$ cat src/rtl/alb_op_sequencer.sv
// Runs 8-bit ops as two chained 4-bit passes (low, then high nibble) through an external ALB; owns regfile and flags.
// Latency: accept in cycle N -> rsp_valid in N+3 (N+1 for a trapped reserved op when ALB_SEQ_ILLEGAL_TRAP_EN is defined).
// Backpressure: cmd_ready only in IDLE, commands are never queued; ALB_SEQ_ILLEGAL_TRAP_EN adds rsp_err and traps ops 1xx.
module alb_op_sequencer #(
    parameter  int NREG = 4,
    localparam int AW   = $clog2(NREG)
) (
    input  logic          clk,
    input  logic          rst_n,
    input  logic          cmd_valid,
    output logic          cmd_ready,
    input  logic [2:0]    cmd_op,
    input  logic [AW-1:0] cmd_src_a,
    input  logic [AW-1:0] cmd_src_b,
    input  logic [AW-1:0] cmd_dst,
    input  logic          cmd_ci,
    input  logic          ld_en,
    input  logic [AW-1:0] ld_addr,
    input  logic [7:0]    ld_data,
    output logic [3:0]    alb_mr,
    output logic [3:0]    alb_ms,
    output logic          alb_ci,
    output logic [2:0]    alb_mi,
    input  logic [3:0]    alb_f,
    input  logic          alb_co,
    input  logic          alb_vo,
    input  logic          alb_no,
    input  logic          alb_zo,
    output logic          rsp_valid,
    output logic [7:0]    rsp_data,
    output logic [3:0]    flags_q
`ifdef ALB_SEQ_ILLEGAL_TRAP_EN
    ,
    output logic          rsp_err
`endif
);
    typedef enum logic [1:0] {IDLE, LO, HI, DONE} state_t;

    localparam logic [2:0] OP_SUB   = 3'b000;
    localparam logic [2:0] OP_ADD   = 3'b011;
    localparam logic [2:0] ALB_IDLE = 3'b111;

    state_t        state;
    logic [7:0]    regs [NREG];
    logic [AW-1:0] dst_q;
    logic          addsub_q;
    logic [3:0]    a_hi;
    logic [3:0]    b_hi;
    logic [3:0]    res_lo;
    logic          z_lo;

    logic [7:0]    src_a;
    logic [7:0]    src_b;
    logic          cmd_addsub;

    // Operands are read before this cycle's load lands, so a same-cycle load is not seen.
    assign src_a      = regs[cmd_src_a];
    assign src_b      = regs[cmd_src_b];
    assign cmd_addsub = (cmd_op == OP_SUB) || (cmd_op == OP_ADD);
    assign cmd_ready  = (state == IDLE);

    always_ff @(posedge clk or negedge rst_n) begin
        if (!rst_n) begin
            state     <= IDLE;
            for (int i = 0; i < NREG; i++) regs[i] <= 8'h00;
            dst_q     <= '0;
            addsub_q  <= 1'b0;
            a_hi      <= 4'h0;
            b_hi      <= 4'h0;
            res_lo    <= 4'h0;
            z_lo      <= 1'b0;
            alb_mr    <= 4'h0;
            alb_ms    <= 4'h0;
            alb_ci    <= 1'b0;
            alb_mi    <= ALB_IDLE;
            rsp_valid <= 1'b0;
            rsp_data  <= 8'h00;
            flags_q   <= 4'h0;
`ifdef ALB_SEQ_ILLEGAL_TRAP_EN
            rsp_err   <= 1'b0;
`endif
        end else begin
            rsp_valid <= 1'b0;
`ifdef ALB_SEQ_ILLEGAL_TRAP_EN
            rsp_err   <= 1'b0;
`endif
            case (state)
                IDLE: begin
                    if (cmd_valid) begin
                        dst_q    <= cmd_dst;
                        addsub_q <= cmd_addsub;
                        a_hi     <= src_a[7:4];
                        b_hi     <= src_b[7:4];
`ifdef ALB_SEQ_ILLEGAL_TRAP_EN
                        if (cmd_op[2]) begin
                            state     <= DONE;
                            rsp_valid <= 1'b1;
                            rsp_data  <= 8'h00;
                            rsp_err   <= 1'b1;
                        end else
`endif
                        begin
                            state  <= LO;
                            alb_mr <= src_a[3:0];
                            alb_ms <= src_b[3:0];
                            alb_ci <= cmd_addsub & cmd_ci;
                            alb_mi <= cmd_op;
                        end
                    end
                end
                LO: begin
                    res_lo <= alb_f;
                    z_lo   <= alb_zo;
                    alb_mr <= a_hi;
                    alb_ms <= b_hi;
                    alb_ci <= addsub_q & alb_co;
                    state  <= HI;
                end
                HI: begin
                    regs[dst_q] <= {alb_f, res_lo};
                    flags_q     <= {alb_co, alb_vo, alb_no, alb_zo & z_lo};
                    rsp_valid   <= 1'b1;
                    rsp_data    <= {alb_f, res_lo};
                    alb_mr      <= 4'h0;
                    alb_ms      <= 4'h0;
                    alb_ci      <= 1'b0;
                    alb_mi      <= ALB_IDLE;
                    state       <= DONE;
                end
                default: state <= IDLE;
            endcase
            // Placed after the writeback so a load to the same register wins.
            if (ld_en) regs[ld_addr] <= ld_data;
        end
    end
endmodule

$ cat config.mk
export PLATFORM = sky130hd
export DESIGN_NAME = alb_op_sequencer
export DESIGN_NICKNAME = d
export VERILOG_FILES = /design/src/rtl/alb_op_sequencer.sv
export SDC_FILE = /design/constraint.sdc
export NUM_CORES = 1
export LEC_CHECK = 0
export BUFFER_PORTS_ARGS = -buffer_cell sky130_fd_sc_hd__buf_2
export CAP_MARGIN = 20
export CORE_MARGIN = 8
export CORE_UTILIZATION = 58
export CTS_BUF_LIST = sky130_fd_sc_hd__clkbuf_8
export DETAILED_ROUTE_END_ITERATION = 10
export HOLD_SLACK_MARGIN = 0.02
export MAX_ROUTING_LAYER = met4
export PLACE_DENSITY = 0.81
export RECOVER_POWER = 25
export SYNTH_ARGS = -nofsm -noshare
export SYNTH_HDL_FRONTEND = slang
export SYNTH_SLANG_ARGS = --single-unit
$ cat constraint.sdc
create_clock -name clk -period 3.7 [get_ports clk]
set_input_delay 0.74 -clock clk [delete_from_list [all_inputs] [get_ports clk]]
set_output_delay 0.74 -clock clk [all_outputs]
set_load 0.01 [all_outputs]
==> qor.yml, run 1 <==
run_status:
  outcome: "finished, violations left"
  violations: "capacitance limit, slew limit"
global_routing:
  track_usage_pct: 19.19
  antenna_found_initial: 0
  grt_pass1_vias: 2755
  overflow: 0
  grt_max_degree: 48
  grt_first_pass_wirelength_um: 14130
timing:
  drv_slew: 44
  relSlewSlack_pct: -54.74
  rsz0062_at_grt: "no"
  fin_skew_ns: 0.006961
  fmax_mhz: 373.8
  finalSetupViolations: 0
  fin_setup_tns_ns: 0
  tightest_slew_ns: 2.321
  hold_slack_ns: 0.2127
  final.min_clock_period_ns: 2.675
  period_share_pct: 72.30
  finalHoldViolations: 0
min_path:
  worstHoldPathType: "in -> async"
cts:
  cts-root-buf: "clkbuf_8"
  htreeDepth: 3
  cts_tree: "done"
  cts_resized: 0
  clock_sinks: 75
  cts_made_buffers: 9
  clk_latency_ns: 0.36
  post-cts-setup-buffers: 0
  max-clock-path-buffers: 2
  cts.clk_slew.worst_paths_ns: 0.07
  ctsHoldBuffers: 0
critical_path:
  cp_slowest_stage_delay_ns: 1.69
  reg2reg_to: "regs[22]"
  cp_common_cell: "clkbuf_1"
  crit_chain: "clkbuf_1 -> clkbuf_1"
  r2r-start: "state[0]"
  reg2regPathDepth: 5
  crit_arrival_ns: 2.66
  r2r_slack_ns: 1.21
  critPathCaptureType: "asynchronous set/reset pin"
  cp.depth: 2
  startpoint: "rst_n"
  criticalPathCategory: "in -> async"
  crit_end: "regs[0]"
  slowest_stage: "clkbuf_1"
  crit_buf_inv: 2
  start_kind: "input pin"
  cp.required_ns: 3.69
  critPathTopFamily: "buffers and inverters"
  cp_max_fo: 43
detailed_routing:
  via_per_inst: 5.984
  postRouteAntennaNets: 0
  vias: 2639
  drtIter0Drc: 164
  wl_per_cell_um: 19.52
  drc: 0
  wirelength_um: 8610
  firstDrtPassIters: 6
finish:
  multi_input_area_um2: 1740
  antenna_cells: 0
  drive_gt1_share_pct: 32.97
  nFillCells: 488
  seq_area_um2: 1881
  layout_common_cells: "72 x dfrtp_1, 56 x buf_2, 32 x mux2i_1"
  final_common_cell: "dfrtp_1"
  area_growth_pct: 12.59
  nNetsFinal: 396
  finalInstanceArea_um2: 4253
floorplanning:
  coreArea_um2: 6314
  num_rows: 29
  start_util_pct: 59.83
  design.portCount: 58
  die_w_um: 96.70
  fp.dieArea_um2: 9351
  die_h_um: 96.70
power:
  powerDensity_nw_per_um2: 865.0
  peakVddDrop_uv: 560.0
  leakagePower_uw: 0.001963
  finalPower_uw: 3678
synth:
  yosys_warnings: 0
  yosysSeqAreaShare_pct: 49.78
  syn-num-nets: 347
  netlist.area_leader.share_pct: 47.70
  synth_edf_count: 0
  async_flop_share_pct: 100.0
  netlist_top_cells_area: "dfrtp_1 48%, mux2i_1 8.5%, mux4_2 8.3%, mux2_2 7.8%, a21oi_1 3.7%"
  synth-seq-cells: 75
  yosysTopAreaCell: "dfrtp_1"
  syn_area_um2: 3777
  synth_cell_type_count: 35
  avgSynthCellArea_um2: 12.19
  synthCells: 310
  ys.flop_type: "dfrtp_1"
placement:
  placed_cell_area_um2: 4051
  io_buffers: 57
  routabilityCongestion: 0.8131
  hpwl_um: 6083
flow_run:
  cap_violations: 1
cells by family (layout without fill, tap and decap cells):
logic type,after synthesis,after routing,share of synthesized area (%)
multiplexers,74,74,25.97
AND/OR/NAND/NOR,64,64,8.281
flip-flops,75,75,49.78
buffers and inverters,30,84,4.140
AO/OA/AOI/OAI,61,61,9.937
adder cells (fa/ha/maj),5,5,1.656
XOR/XNOR,1,1,0.2319
routing by layer:
metal / track usage [%] / vias up / part of all wire [%]
li1: - / 1236 / -
met1: 22.35 / 1302 / 42
met2: 29.84 / 79 / 50
met3: 4.765 / 22 / 5.5
met4: 10.65 / 0 / 2.4
met5: - / - / 0
power breakdown:
part	total, uW	switching (uW)	internal, uW
logic	1510	712	796
registers	1550	315	1240
clock network	616	301	316
worst min-delay path by stage:
stage / startpoint / to / depth (start not counted)
after floorplan: rst_n / a_hi[0] / 0
after global placement: addsub_q / addsub_q / 2
after detailed placement: rsp_data[6] / rsp_data[6] / 1
after CTS: rsp_data[6] / rsp_data[6] / 1
after global routing: rst_n / b_hi[2] / 1
final: rst_n / b_hi[2] / 1
synthesized netlist by cell type, types with 2 or more instances:
cell	instances
o21ai_0	10
clkbuf_2	3
a21oi_1	28
buf_6	4
nand3b_1	4
buf_2	8
mux4_1	2
ha_1	5
a2bb2oi_1	6
nor2_1	29
dfstp_2	3
clkbuf_1	7
inv_1	7
mux2i_1	32
nand2_1	11
mux2_2	26
nand3_1	3
nand2b_1	9
mux4_2	14
dfrtp_1	72
o22a_1	3
a31oi_1	6
a311oi_1	6
final cells by class:
class	instances	share of cell area (%)
Clock buffer	13	4.207
Sequential cell	75	44.22
Timing Repair Buffer	61	7.296
Clock inverter	3	0.4707
Inverter	7	0.6178
Tap cell	77	2.265
Multi-Input combinational cell	205	40.92
flip-flops by register name (all words and copies together) (netlist names):
| name | count |
|---|---|
| b_hi | 4 |
| alb_mr | 4 |
| addsub_q | 1 |
| rsp_valid | 1 |
| z_lo | 1 |
| state | 2 |
| alb_ms | 4 |
| dst_q | 2 |
| regs | 32 |
| alb_ci | 1 |
| res_lo | 4 |
| rsp_data | 8 |
| alb_mi | 3 |
| flags_q | 4 |
| a_hi | 4 |
per-stage QoR:
stage | util (%) | instances | worst slack (ns)
finish | 67.36 | 441 | 1.025
global route | 67.36 | 441 | 0.5831
CTS | 67.32 | 440 | 1.193
detailed placement | 64.17 | 424 | 1.235
global placement | 64.17 | 424 | 1.384
floorplan | - | 310 | 1.971
Power figures use the tool's default switching activity.
==> inputs of run 2 (changes only) <==
--- a/config.mk
+++ b/config.mk
@@ -5,15 +5,16 @@
 export SDC_FILE = /design/constraint.sdc
 export NUM_CORES = 1
 export LEC_CHECK = 0
+export ABC_AREA = 1
 export BUFFER_PORTS_ARGS = -buffer_cell sky130_fd_sc_hd__buf_2
 export CAP_MARGIN = 20
 export CORE_MARGIN = 8
-export CORE_UTILIZATION = 58
+export CORE_UTILIZATION = 53
 export CTS_BUF_LIST = sky130_fd_sc_hd__clkbuf_8
 export DETAILED_ROUTE_END_ITERATION = 10
 export HOLD_SLACK_MARGIN = 0.02
 export MAX_ROUTING_LAYER = met4
-export PLACE_DENSITY = 0.81
+export PLACE_DENSITY = 0.78
 export RECOVER_POWER = 25
 export SYNTH_ARGS = -nofsm -noshare
 export SYNTH_HDL_FRONTEND = slang
==> constraint.sdc (replaced) <==
create_clock -name clk -period 2.15 [get_ports clk]
set_input_delay 0.43 -clock clk [delete_from_list [all_inputs] [get_ports clk]]
set_output_delay 0.43 -clock clk [all_outputs]
set_load 0.01 [all_outputs]
==> run 2 against run 1 <==
The flow now finishes without violations. Flip-flop and latch count unchanged. Core utilization shrank 5.5 points. Non-clock buffer count is 4 higher. Register-to-register slack got worse by 0.94 ns. Sequential share of layout area down 1.4 points. Cell area is 3.2% higher. Clock power is 77% higher. Global-route usage increased by 2.6 points. Sequential power grew 60%. Final cell count increased by 51%. First-iteration DRC count rose by 88%. Critical endpoint is now alb_mr[1].
==> qor.yml, run 2 <==
finish:
  area_growth_pct: 15.09
  regMostFlops: "regs"
  largest_registers: "regs: 32 flops, rsp_data: 8 flops"
  largest_register_ffs: 32  # unchanged
  postLayoutCoreUtil_pct: 61.84  # -5.5 points
  final_common_cell: "nand2_1"
  nNetsFinal: 600  # +52%
  drive_gt1_share_pct: 14.96  # -18 points
  layout_common_cells: "172 x nand2_1, 72 x dfrtp_1, 60 x inv_1"
  finalInstanceArea_um2: 4389  # +3.2%
  antenna_cells: 0  # unchanged
flow_run:
  cap_violations: 0  # -1
timing:
  drv_slew: 0  # -100%
  finalHoldViolations: 0  # unchanged
  tightest_slew_ns: 0.9668  # -1.354 ns
  final.min_clock_period_ns: 1.876
  fin_skew_ns: 0.008577  # +0.001616 ns
  fmax_mhz: 533.1
  finalSetupViolations: 0  # unchanged
  hold_slack_ns: 0.2804  # +0.06768 ns
  relSlewSlack_pct: 35.55  # +90 points
  rsz0062_at_grt: "no"
  period_share_pct: 87.25
  fin_setup_tns_ns: 0  # unchanged
cts:
  cts_made_buffers: 9  # unchanged
  ctsHoldBuffers: 0  # unchanged
  cts-root-buf: "clkbuf_8"
  clock_sinks: 75  # unchanged
  post-cts-setup-buffers: 0  # unchanged
  max-clock-path-buffers: 2  # unchanged
  clk_latency_ns: 0.35  # about the same
  htreeDepth: 3  # unchanged
  cts_tree: "done"
  cts_resized: 0  # unchanged
  cts.clk_slew.worst_paths_ns: 0.08  # about the same
synth:
  netlist.area_leader.share_pct: 47.24  # -0.45 points
  avgSynthCellArea_um2: 7.522  # -38%
  ys.flop_type: "dfrtp_1"
  async_flop_share_pct: 100.0  # unchanged
  yosysSeqAreaShare_pct: 49.31  # -0.47 points
  yosysTopAreaCell: "dfrtp_1"
  synthCells: 507  # +64%
  ys_top_cells_by_count: "172 x nand2_1, 72 x dfrtp_1, 58 x inv_1"
  synth-seq-cells: 75  # unchanged
  netlist_top_cells_area: "dfrtp_1 47%, nand2_1 17%, o21ai_0 6.3%, inv_1 5.7%, a21oi_1 4.9%"
  synth_most_common_cell: "nand2_1"
  syn-num-nets: 544  # +57%
  yosys_warnings: 0  # unchanged
  synth_edf_count: 0  # unchanged
  synth_cell_type_count: 20  # -43%
  syn_area_um2: 3814  # +0.96%
global_routing:
  track_usage_pct: 21.77  # +2.6 points
  grt_max_degree: 40  # -17%
  use_met1_pct: 27.98  # +5.6 points
  met3_usage_pct: 4.006  # -0.76 points
  antenna_found_initial: 0  # unchanged
  grt_use_met2_pct: 32.91  # +3.1 points
  grt-busiest-layer: "met2"
  grt_first_pass_wirelength_um: 16820  # +19%
  grt_pass1_vias: 3481  # +26%
  overflow: 0  # unchanged
power:
  peakVddDrop_uv: 674.6  # +20%
  leakagePower_uw: 0.002409  # +23%
  powerDensity_nw_per_um2: 1433  # +66%
detailed_routing:
  wirelength_um: 10100  # +17%
  postRouteAntennaNets: 0  # unchanged
  drtIter0Drc: 309  # +88%
  firstDrtPassIters: 5  # -1
  wl_per_cell_um: 15.14  # -22%
  drc: 0  # unchanged
  via_per_inst: 5.312  # -11%
  vias: 3543  # +34%
critical_path:
  slowest_stage: "dfrtp_1"
  crit_chain: "inv_1 -> ha_1 -> nand2_1 -> nand2_1 -> clkinv_1 -> nor2_1 -> a21oi_1"
  start_kind: "flop"
  crit_arrival_ns: 2.11  # -0.55 ns
  cp_slowest_stage_delay_ns: 0.42  # -1.27 ns
  cp.required_ns: 2.38  # -1.31 ns
  critPathCaptureType: "flop"
  crit_buf_inv: 2  # unchanged
  cp_max_fo: 10  # -77%
  criticalPathCategory: "reg -> reg"
  critPathTopFamily: "simple AND/OR/NAND/NOR gates"
  cp_common_cell: "nand2_1"
floorplanning:
  fp.dieArea_um2: 10170  # +8.7%
  die_h_um: 100.8  # +4.3%
  start_util_pct: 53.73  # -6.1 points
  num_rows: 31  # +6.9%
  die_w_um: 100.8  # +4.3%
  coreArea_um2: 7098  # +12%
  design.portCount: 58  # unchanged
min_path:
  worstHoldPathType: "in -> reg"
placement:
  routabilityCongestion: 0.8792  # +8.1%
  io_buffers: 57  # unchanged
  hpwl_um: 7300  # +20%
  placed_cell_area_um2: 4199  # +3.6%
run_status:
  outcome: "completed"
run 2: cell count changes after synthesis, moves of 14 or more:
cell,previous run,this run
o211ai_1,0,16
o21ai_0,10,48
nand2_1,11,172
mux4_2,14,0
mux2_2,26,1
nand3_1,3,28
inv_1,7,58
mux2i_1,32,0
run 2: routing by layer:
layer	routed length, um	up-vias	share of wire, %
met2	4732	174	47
met4	188	0	1.9
met3	740	16	7.3
li1	-	1745	-
met1	4435	1608	44
met5	0	-	0
run 2: final cells by class:
| class | count | area, um2 |
|---|---|---|
| Inverter | 61 | 229.0 |
| Fill cell | 654 | 2709 |
| Timing Repair Buffer | 65 | 339.1 |
| Sequential cell | 75 | 1881 |
| Multi-Input combinational cell | 351 | 1620 |
| Tap cell | 99 | 123.9 |
| Clock inverter | 6 | 58.81 |
| Clock buffer | 10 | 137.6 |
run 2: cells by family after synthesis:
logic type	after synthesis	synth area share (%)
flops	75	49.31
buf+inv	81	8.202
compound gates	116	16.83
fa+ha+maj	5	1.640
simple gates	229	23.72
mux	1	0.2953
run 2: power by group:
part           switching [uW]  internal [uW]  total, uW
combinational            1750            971       2720
sequential                367           2110       2480
clock                     526            560       1090
total                    2650           3640       6290
run 2: worst paths after layout:
check                           start    endpoint  slack (ns)  cells past startpoint
min in group asynchronous       rst_n   alb_mr[0]        0.30                      2
hold / removal                 alb_no  flags_q[1]        0.28                      3
hold reg to reg            flags_q[2]  flags_q[2]        0.47                      2
max in group asynchronous       rst_n    regs[26]        1.22                      2
setup / recovery             state[0]   alb_mr[1]        0.27                      7
setup reg to reg             state[0]   alb_mr[1]        0.27                      7
run 2: stage by stage:
| stage | std cells | total power, uW | worst slack, ns |
|---|---|---|---|
| after global placement | 651 | 5066 | 0.3600 |
| after floorplan | 507 | 4289 | 0.5820 |
| final | 667 | 6289 | 0.2741 |
| after global routing | 667 | 6819 | 0.04253 |
| after detailed placement | 651 | 5192 | 0.3001 |
| after CTS | 667 | 6298 | 0.2886 |
run 2: tightest hold or removal path, stage by stage:
cell and delay [ns]:
buf_2 0.07, nand2_1 0.04, nand2_1 0.06
==> inputs of run 3 (changes only) <==
--- a/config.mk
+++ b/config.mk
@@ -14,7 +14,7 @@
 export DETAILED_ROUTE_END_ITERATION = 10
 export HOLD_SLACK_MARGIN = 0.02
 export MAX_ROUTING_LAYER = met4
-export PLACE_DENSITY = 0.78
+export PLACE_DENSITY_LB_ADDON = 0.08
 export RECOVER_POWER = 25
 export SYNTH_ARGS = -nofsm -noshare
 export SYNTH_HDL_FRONTEND = slang
==> run 3 against run 2 <==
Die area unchanged. Clock-buffer cell count unchanged. Final cell count down 0.15%. Wire length up 1.0%. Setup slack better by 0.046 ns. Maximum frequency up 2.5%. Critical path depth unchanged. Core utilization down 0.11 points. Via count up 1.5%.
==> qor.yml, run 3 (synthesized netlist as in run 2, its figures left out) <==
cts:
  clk_latency_ns: 0.35  # about the same
  htreeDepth: 3  # unchanged
  cts_made_buffers: 9  # unchanged
  cts.clk_slew.worst_paths_ns: 0.08  # about the same
  cts-root-buf: "clkbuf_8"
  cts_tree: "done"
  clock_sinks: 75  # unchanged
  max-clock-path-buffers: 2  # unchanged
global_routing:
  overflow: 0  # unchanged
  grt_pass1_vias: 3478  # -0.086%
  met3_usage_pct: 4.489  # +0.48 points
  use_met1_pct: 27.66  # -0.32 points
  grt_first_pass_wirelength_um: 16940  # +0.74%
  grt_max_degree: 47  # +18%
  grt-busiest-layer: "met2"
  antenna_found_initial: 0  # unchanged
  grt_use_met2_pct: 33.83  # +0.92 points
  track_usage_pct: 21.80  # +0.030 points
timing:
  tightest_slew_ns: 0.7963  # -0.1704 ns
  fin_setup_tns_ns: 0  # unchanged
  rsz0062_at_grt: "no"
  drv_slew: 0  # unchanged
  relSlewSlack_pct: 46.91  # +11 points
  fmax_mhz: 546.5  # +2.5%
  final.min_clock_period_ns: 1.830  # -0.04623 ns
  finalHoldViolations: 0  # unchanged
  period_share_pct: 85.10  # -2.2 points
  finalSetupViolations: 0  # unchanged
  fin_skew_ns: 0.01133  # +0.002751 ns
floorplanning:
  coreArea_um2: 7098  # unchanged
  fp.dieArea_um2: 10170  # unchanged
  start_util_pct: 53.73  # unchanged
  die_w_um: 100.8  # unchanged
  die_h_um: 100.8  # unchanged
  num_rows: 31  # unchanged
  design.portCount: 58  # unchanged
min_path:
  worstHoldPathType: "in -> reg"
  worstHoldPathCells: 3  # unchanged
detailed_routing:
  wirelength_um: 10200  # +1.0%
  via_per_inst: 5.399  # +1.6%
  drtIter0Drc: 197  # -36%
  firstDrtPassIters: 5  # unchanged
  vias: 3596  # +1.5%
  wl_per_cell_um: 15.32  # +1.2%
  postRouteAntennaNets: 0  # unchanged
  drc: 0  # unchanged
critical_path:
  cp.required_ns: 2.38  # about the same
  start_kind: "flop"
  reg2regPathDepth: 7  # unchanged
  criticalPathCategory: "reg -> reg"
  cp_max_fo: 10  # unchanged
  critPathCaptureType: "flop"
  crit_arrival_ns: 2.06  # -0.05 ns
finish:
  largest_register_ffs: 32  # unchanged
  finalInstanceArea_um2: 4382  # -0.17%
  nNetsFinal: 599  # -0.17%
  largest_registers: "regs: 32 flops, rsp_data: 8 flops"
  drive_gt1_share_pct: 14.81  # -0.15 points
  final_common_cell: "nand2_1"
  area_growth_pct: 14.89
  antenna_cells: 0  # unchanged
  layout_common_cells: "172 x nand2_1, 72 x dfrtp_1, 59 x inv_1"
  regMostFlops: "regs"
flow_run:
  cap_violations: 0  # unchanged
power:
  powerDensity_nw_per_um2: 1403  # -2.1%
  peakVddDrop_uv: 806.4  # +20%
  leakagePower_uw: 0.002394  # -0.63%
placement:
  hpwl_um: 7204  # -1.3%
  io_buffers: 57  # unchanged
  placed_cell_area_um2: 4199  # unchanged
  routabilityCongestion: 0.8448  # -3.9%
run_status:
  outcome: "completed"
-- run 3: worst paths after layout --
| path | start | to | slack, ns |
|---|---|---|---|
| max | state[0] | alb_mr[3] | 0.32 |
| min | cmd_dst[1] | dst_q[1] | 0.29 |
| max reg2reg | state[0] | alb_mr[3] | 0.32 |
| min reg2reg | rsp_data[7] | rsp_data[7] | 0.48 |
| max in group asynchronous | rst_n | alb_mi[0] | 0.68 |
| min in group asynchronous | rst_n | regs[8] | 0.69 |
-- run 3: timing repair --
action                    4_1_cts  5_1_grt
setup buffers                   0        0
resized for setup               0        0
hold endpoints to repair        9        0
hold buffers                    1        0
-- run 3: worst max-delay path, stage by stage (launching register included) --
cell	delay, ns
dfrtp_1	0.42
inv_1	0.12
ha_1	0.24
nand2_1	0.14
nand2_1	0.27
clkinv_1	0.31
nor2_1	0.17
a21oi_1	0.05
-- run 3: layout make-up --
type	instances	area, um2
timing repair buffer	64	349.1
fill	670	2716
clock inverter	6	41.29
sequential	75	1881
inverter	61	229.0
multi-input combinational	351	1620
tap	99	123.9
clock buffer	10	137.6
-- run 3: metal layers --
layer,vias up,share of wire [%]
met4,0,1.9
met2,147,46
met5,-,0
met1,1687,46
li1,1743,-
met3,19,6.1
-- run 3: where the power goes --
group | internal [uW] | switching (uW)
clock | 451 | 547
sequential | 2110 | 391
combinational | 946 | 1700
total | 3510 | 2640
-- run 3: through the flow --
step                std cells  utilization, %  power [uW]  setup WS [ns]  hold WS (ns)
global placement          649           59.16        5080         0.4685        0.3888
finish                    666           61.73        6149         0.3203        0.2891
global route              666           61.73        6690         0.1156        0.2706
floorplan                 507               -        4289         0.5820        0.1344
detailed placement        649           59.16        5172         0.3541        0.3926
CTS                       666           61.82        6189         0.3406        0.2747
